===== src/rtl/vco_cnt_pkg.sv =====
// -----------------------------------------------------------------------------
// vco_cnt_pkg
//   Shared types and constants for the VCO frequency counter.
//   - state_t          : measurement FSM state (2-bit encoding)
//   - *_DEF            : default widths / timing constants
//   - settle_cnt_w()   : width of the settle-phase cycle counter
// -----------------------------------------------------------------------------
`timescale 1ns/1ps
package vco_cnt_pkg;

    typedef enum logic [1:0] {
        IDLE   = 2'd0,
        SETTLE = 2'd1,
        GATE   = 2'd2,
        DONE   = 2'd3
    } state_t;

    localparam int unsigned CNT_W_DEF         = 16;
    localparam int unsigned GATE_W_DEF        = 16;
    localparam int unsigned SETTLE_CYCLES_DEF = 64;
    localparam int unsigned SYNC_STAGES_DEF   = 2;

    // Counter holds 0..n-1, so clog2(n) bits suffice; never narrower than 1.
    function automatic int unsigned settle_cnt_w(input int unsigned n);
        return (n < 2) ? 1 : $clog2(n);
    endfunction

endpackage


===== src/rtl/vco_edge_sync.sv =====
// -----------------------------------------------------------------------------
// vco_edge_sync
//   Brings the asynchronous oscillator output into the clk domain through a
//   SYNC_STAGES flop chain, then produces a one-cycle pulse per rising edge.
//   Kept as its own module so the first stage can be tagged for CDC.
// Ports:
//   clk        in  system clock
//   rst        in  asynchronous active-high reset
//   osc_i      in  raw oscillator output (asynchronous)
//   edge_pulse out one-cycle pulse per synchronized rising edge
// -----------------------------------------------------------------------------
`timescale 1ns/1ps
module vco_edge_sync
    import vco_cnt_pkg::*;
#(
    parameter int unsigned SYNC_STAGES = SYNC_STAGES_DEF
) (
    input  logic clk,
    input  logic rst,
    input  logic osc_i,
    output logic edge_pulse
);

    logic [SYNC_STAGES-1:0] r_sync;
    logic                   r_dly;
    logic                   w_synced;

    assign w_synced = r_sync[SYNC_STAGES-1];

    always_ff @(posedge clk or posedge rst) begin
        if (rst) begin
            r_sync <= '0;
            r_dly  <= 1'b0;
        end else begin
            r_sync <= {r_sync[SYNC_STAGES-2:0], osc_i};
            r_dly  <= w_synced;
        end
    end

    assign edge_pulse = w_synced & ~r_dly;

endmodule


===== src/rtl/vco_freq_counter.sv =====
// -----------------------------------------------------------------------------
// vco_freq_counter
//   Reads an on-chip VCO: releases the oscillator from reset, lets it settle
//   for SETTLE_CYCLES clocks, counts synchronized rising edges over a gate of
//   gate_len_i clocks (0 treated as 1) and offers the saturating count with a
//   valid/ready handshake.
//   Optional feature macro: VCO_CNT_CONT_EN (continuous re-measurement after
//   each handshake until start_i is seen while a result is pending).
// Ports:
//   clk, rst          clock, asynchronous active-high reset
//   start_i           request a measurement (honoured in IDLE only)
//   gate_len_i        gate length in clk cycles, latched on start
//   osc_i             raw oscillator output (asynchronous)
//   osc_rst_o         high holds the oscillator stopped
//   busy_o            measurement in progress (SETTLE/GATE)
//   result_o, ovf_o   last count and its saturation flag
//   result_valid_o    result_o/ovf_o valid
//   result_ready_i    consumer accepts the result
// -----------------------------------------------------------------------------
`timescale 1ns/1ps
module vco_freq_counter
    import vco_cnt_pkg::*;
#(
    parameter int unsigned CNT_W         = CNT_W_DEF,
    parameter int unsigned GATE_W        = GATE_W_DEF,
    parameter int unsigned SETTLE_CYCLES = SETTLE_CYCLES_DEF,
    parameter int unsigned SYNC_STAGES   = SYNC_STAGES_DEF
) (
    input  logic              clk,
    input  logic              rst,
    input  logic              start_i,
    input  logic [GATE_W-1:0] gate_len_i,
    input  logic              osc_i,
    output logic              osc_rst_o,
    output logic              busy_o,
    output logic [CNT_W-1:0]  result_o,
    output logic              ovf_o,
    output logic              result_valid_o,
    input  logic              result_ready_i
);

    localparam int unsigned      SET_W       = settle_cnt_w(SETTLE_CYCLES);
    localparam logic [SET_W-1:0] SETTLE_LAST = SET_W'(SETTLE_CYCLES - 1);

    state_t             r_state;
    state_t             w_state_next;
    logic [SET_W-1:0]   r_settle_cnt;
    logic [GATE_W-1:0]  r_gate_len;
    logic [GATE_W-1:0]  r_gate_cnt;
    logic [CNT_W-1:0]   r_cnt;
    logic               r_ovf_run;
    logic [CNT_W-1:0]   r_result;
    logic               r_ovf;

    logic               w_edge_pulse;
    logic               w_settle_last;
    logic               w_gate_last;
    logic [CNT_W-1:0]   w_cnt_next;
    logic               w_ovf_next;

`ifdef VCO_CNT_CONT_EN
    logic               r_cont_stop;
`endif

    vco_edge_sync #(
        .SYNC_STAGES (SYNC_STAGES)
    ) u_edge_sync (
        .clk        (clk),
        .rst        (rst),
        .osc_i      (osc_i),
        .edge_pulse (w_edge_pulse)
    );

    assign w_settle_last = (r_settle_cnt == SETTLE_LAST);
    assign w_gate_last   = (r_gate_cnt == (r_gate_len - GATE_W'(1)));

    // Saturating edge counter: an edge arriving at all-ones flags overflow.
    always_comb begin
        w_cnt_next = r_cnt;
        w_ovf_next = r_ovf_run;
        if (w_edge_pulse) begin
            if (&r_cnt) begin
                w_ovf_next = 1'b1;
            end else begin
                w_cnt_next = r_cnt + CNT_W'(1);
            end
        end
    end

    always_ff @(posedge clk or posedge rst) begin
        if (rst) begin
            r_state <= IDLE;
        end else begin
            r_state <= w_state_next;
        end
    end

    always_comb begin
        w_state_next   = r_state;
        osc_rst_o      = 1'b1;
        busy_o         = 1'b0;
        result_valid_o = 1'b0;
        case (r_state)
            IDLE: begin
                if (start_i) begin
                    w_state_next = SETTLE;
                end
            end
            SETTLE: begin
                osc_rst_o = 1'b0;
                busy_o    = 1'b1;
                if (w_settle_last) begin
                    w_state_next = GATE;
                end
            end
            GATE: begin
                osc_rst_o = 1'b0;
                busy_o    = 1'b1;
                if (w_gate_last) begin
                    w_state_next = DONE;
                end
            end
            DONE: begin
                result_valid_o = 1'b1;
                if (result_ready_i) begin
`ifdef VCO_CNT_CONT_EN
                    w_state_next = (r_cont_stop | start_i) ? IDLE : SETTLE;
`else
                    w_state_next = IDLE;
`endif
                end
            end
            default: w_state_next = IDLE;
        endcase
    end

    // Counters are cleared whenever the FSM is in IDLE or DONE, so every
    // entry into SETTLE (from start or continuous restart) begins from zero.
    always_ff @(posedge clk or posedge rst) begin
        if (rst) begin
            r_settle_cnt <= '0;
            r_gate_len   <= '0;
            r_gate_cnt   <= '0;
            r_cnt        <= '0;
            r_ovf_run    <= 1'b0;
            r_result     <= '0;
            r_ovf        <= 1'b0;
        end else begin
            case (r_state)
                IDLE: begin
                    r_settle_cnt <= '0;
                    r_cnt        <= '0;
                    r_ovf_run    <= 1'b0;
                    if (start_i) begin
                        r_gate_len <= (gate_len_i == '0) ? GATE_W'(1) : gate_len_i;
                    end
                end
                SETTLE: begin
                    r_settle_cnt <= r_settle_cnt + SET_W'(1);
                    r_gate_cnt   <= '0;
                end
                GATE: begin
                    r_gate_cnt <= r_gate_cnt + GATE_W'(1);
                    r_cnt      <= w_cnt_next;
                    r_ovf_run  <= w_ovf_next;
                    // Result includes an edge on the final gate cycle.
                    if (w_gate_last) begin
                        r_result <= w_cnt_next;
                        r_ovf    <= w_ovf_next;
                    end
                end
                DONE: begin
                    r_settle_cnt <= '0;
                    r_cnt        <= '0;
                    r_ovf_run    <= 1'b0;
                end
                default: ;
            endcase
        end
    end

`ifdef VCO_CNT_CONT_EN
    // Remembers a stop request seen at any point while the result is pending.
    always_ff @(posedge clk or posedge rst) begin
        if (rst) begin
            r_cont_stop <= 1'b0;
        end else if (r_state == DONE) begin
            if (result_ready_i) begin
                r_cont_stop <= 1'b0;
            end else if (start_i) begin
                r_cont_stop <= 1'b1;
            end
        end else begin
            r_cont_stop <= 1'b0;
        end
    end
`endif

    assign result_o = r_result;
    assign ovf_o    = r_ovf;

endmodule


===== config.mk =====
export PLATFORM = sky130hd
export DESIGN_NAME = vco_freq_counter
export DESIGN_NICKNAME = d
export VERILOG_FILES = /design/src/rtl/vco_cnt_pkg.sv /design/src/rtl/vco_edge_sync.sv /design/src/rtl/vco_freq_counter.sv
export SDC_FILE = /design/constraint.sdc
export NUM_CORES = 1
export LEC_CHECK = 0
export CORE_UTILIZATION = 25
export DETAILED_ROUTE_END_ITERATION = 12
export PLACE_DENSITY = 0.51
export SYNTH_ARGS = -nofsm -noshare
export SYNTH_HDL_FRONTEND = slang
export SYNTH_SLANG_ARGS = --single-unit

===== constraint.sdc =====
create_clock -name clk -period 8.4 [get_ports clk]
set_input_delay 1.68 -clock clk [delete_from_list [all_inputs] [get_ports clk]]
set_output_delay 1.68 -clock clk [all_outputs]
set_load 0.005 [all_outputs]

==> impl_metrics.yaml <==
power:
  vdd_ir_drop_max_mv: 0.0926
  cellPowerDensity_nw_per_um2: 160
  p_leak_uw: 0.00235
outcome:
  outcome: "finished, final reports clean"
grt:
  antenna_found_initial: 0
  grt_usage: 0.114
  grt_first_pass_wirelength_um: 16200
  overflow: 0
  grt_pass1_vias: 3322
  grt_max_degree: 78
critical_path:
  cp_data_arrival_time_ns: 2.53
  r2r_setup_slack_ns: 4.67
  worst_setup_path_end_kind: "output port"
  cp_max_fo: 18
  required_ns: 6.72
  worst-setup-path-type: "flop to output port"
  cp-start-kind: "flop"
drt:
  drc_errors: 0
  wl_per_cell_um: 13.9
  dr.first_iter.drc_count: 135
  vias: 3323
  firstDrtPassIters: 4
  drt-total-wl_um: 9630
  avgViaCountPerCell: 4.79
  antenna_left: 0
cts:
  clk_pin_slew_worst_paths_ns: 0.06
  root_buffer: "clkbuf_16"
  cts-resized-gates: 0
  cts_buffer_depth: 2
  cts.sinks: 77
  post_cts_buffers: 0
  clk_latency_ns: 0.34
  htreeDepth: 3
  cts_buffers: 9
  cts_tree: "built"
  holdBufCountCts: 0
final_layout:
  layout-drive-gt1-share: 0.110
  regArea_um2: 1930
  syn_to_final_growth_pct: 21.3
  antenna_cells: 0
  multi_input_area_um2: 2260
  fillers: 1734
  nets: 501
place:
  dp_slack_ns: 4.50
  dpl.hpwl_um: 6930
  gp_congestion: 0.822
  port_buffers: 40
sta:
  setup_tns_ns: 0
  hold_viol: 0
  drv_slew: 0
  rsz0062_at_grt: "false"
  min_period_ns: 4.21
  relSlewSlack: 0.343
  worstMarginPinSlew_ns: 0.986
  holdWs_ns: 0.349
  max_freq_ghz: 0.237
  finalSetupViolations: 0
  finClkSkew_ns: 0.00695
  period_share: 0.501
  setup_ws_ns: 4.19
synthesis:
  syn_area_um2: 4350
  synth.area.top_cells: "dfrtp_1 (44%), mux2_2 (6.2%), xnor2_1 (4.6%)"
  synth_top_family_by_area: "simple AND/OR/NAND/NOR gates"
  yosys-top-cells-count: "dfrtp_1 (77), nor2_1 (43), nand2_1 (34), mux2_2 (24), o21ai_0 (24)"
  ys_seq_elements: 77
  synth-compound-area-share: 0.101
  seq_area_frac_synth: 0.443
  synth_nets: 468
  synthAdderAreaFrac: 0.0316
  syn_avg_cell_area_um2: 9.98
  synth_mux_area_frac: 0.123
  yosys.area.top_type: "dfrtp_1"
  yosys.area_share.simple: 0.181
  netlist_instances: 436
  async_flop_share: 1.00
  synth_edf_count: 0
  yosysMostFrequentCell: "dfrtp_1"
  synth_ff_type: "dfrtp_1"
  synth_xor_area_frac: 0.0825
  synth.distinct_cells: 49
  yosysWarnings: 0
  synth_top_area_frac: 0.443
hold_path:
  hold_path.class: "flop to flop"
floorplanning:
  core-area_um2: 16800
  initial_utilization: 0.260
  dieArea_um2: 17900
  ioPinCount: 41
  die_x_um: 134
  die_height_um: 134
  rows: 47
job:
  drv_cap: 0
==> flip-flops by register name, indices dropped and copies added (netlist names) <==
signal / cells
r_cnt: 16
u_edge_sync.r_sync: 2
r_ovf_run: 1
r_state: 2
r_gate_len: 16
r_gate_cnt: 16
result_o: 16
ovf_o: 1
u_edge_sync.r_dly: 1
r_settle_cnt: 6
==> per-stage QoR <==
| stage | area, µm² | total power [µW] | util | instances |
|---|---|---|---|---|
| finish | 5280 | 847 | 0.315 | 694 |
| global route | 5280 | 876 | 0.315 | 694 |
| CTS | 5280 | 861 | 0.315 | 694 |
| detailed placement | 4930 | 400 | 0.294 | 678 |
| global placement | 4930 | 400 | 0.294 | 678 |
| floorplan | 4350 | 386 | - | 436 |
==> layer usage <==
layer	wire length [µm]	up-vias	global-route usage
met4	121	0	0.0354
met1	4450	1627	0.140
met5	0	-	0
li1	-	1614	-
met2	4710	68	0.196
met3	355	14	0.0265
==> power breakdown <==
group	total (µW)	internal (µW)	switching [µW]
clock network	454	300	155
logic	20.4	9.31	11.1
registers	372	372	0.325
total	847	680	166
==> cell usage in the layout, fill, tap and decap left out, types with 13 or more instances in the layout <==
master | netlist | layout
mux2_2 | 24 | 24
xnor2_1 | 23 | 23
clkdlybuf4s50_1 | 0 | 40
nand2_1 | 34 | 34
xor2_1 | 18 | 18
mux2i_1 | 13 | 13
inv_1 | 15 | 14
dfrtp_1 | 77 | 77
nor2_1 | 43 | 43
a21oi_1 | 15 | 15
nand3_1 | 19 | 19
o21ai_0 | 24 | 24
==> worst paths after layout <==
kind	to	cells after the start	startpoint
setup / recovery	osc_rst_o	4	r_state[0]
hold / removal	u_edge_sync.r_sync[1]	0	u_edge_sync.r_sync[0]
setup reg to reg	result_o[1]	8	r_gate_len[0]
hold reg to reg	u_edge_sync.r_sync[1]	0	u_edge_sync.r_sync[0]
max in group asynchronous	r_state[1]	3	rst
min in group asynchronous	result_o[14]	3	rst
==> area by class of cell <==
| type | instances | share of cell area |
|---|---|---|
| Multi-Input combinational cell | 325 | 0.429 |
| Sequential cell | 77 | 0.365 |
| Timing Repair Buffer | 41 | 0.0773 |
| Tap cell | 220 | 0.0521 |
| Clock buffer | 11 | 0.0460 |
| Clock inverter | 5 | 0.0201 |
| Inverter | 15 | 0.0107 |
==> worst max-delay path, cell delays in order, from the launching register on <==
cell and delay (ns):
dfrtp_1 0.40, inv_1 0.13, ha_1 0.52, inv_1 0.52
clkdlybuf4s50_1 0.61
==> kinds of logic after synthesis <==
kind of cell,count (synthesis)
compound gates,69
xor+xnor,41
mux,46
buf+inv,34
fa+ha+maj,11
flops,77
simple gates,158
No activity file was read; power rests on OpenSTA's default activity.
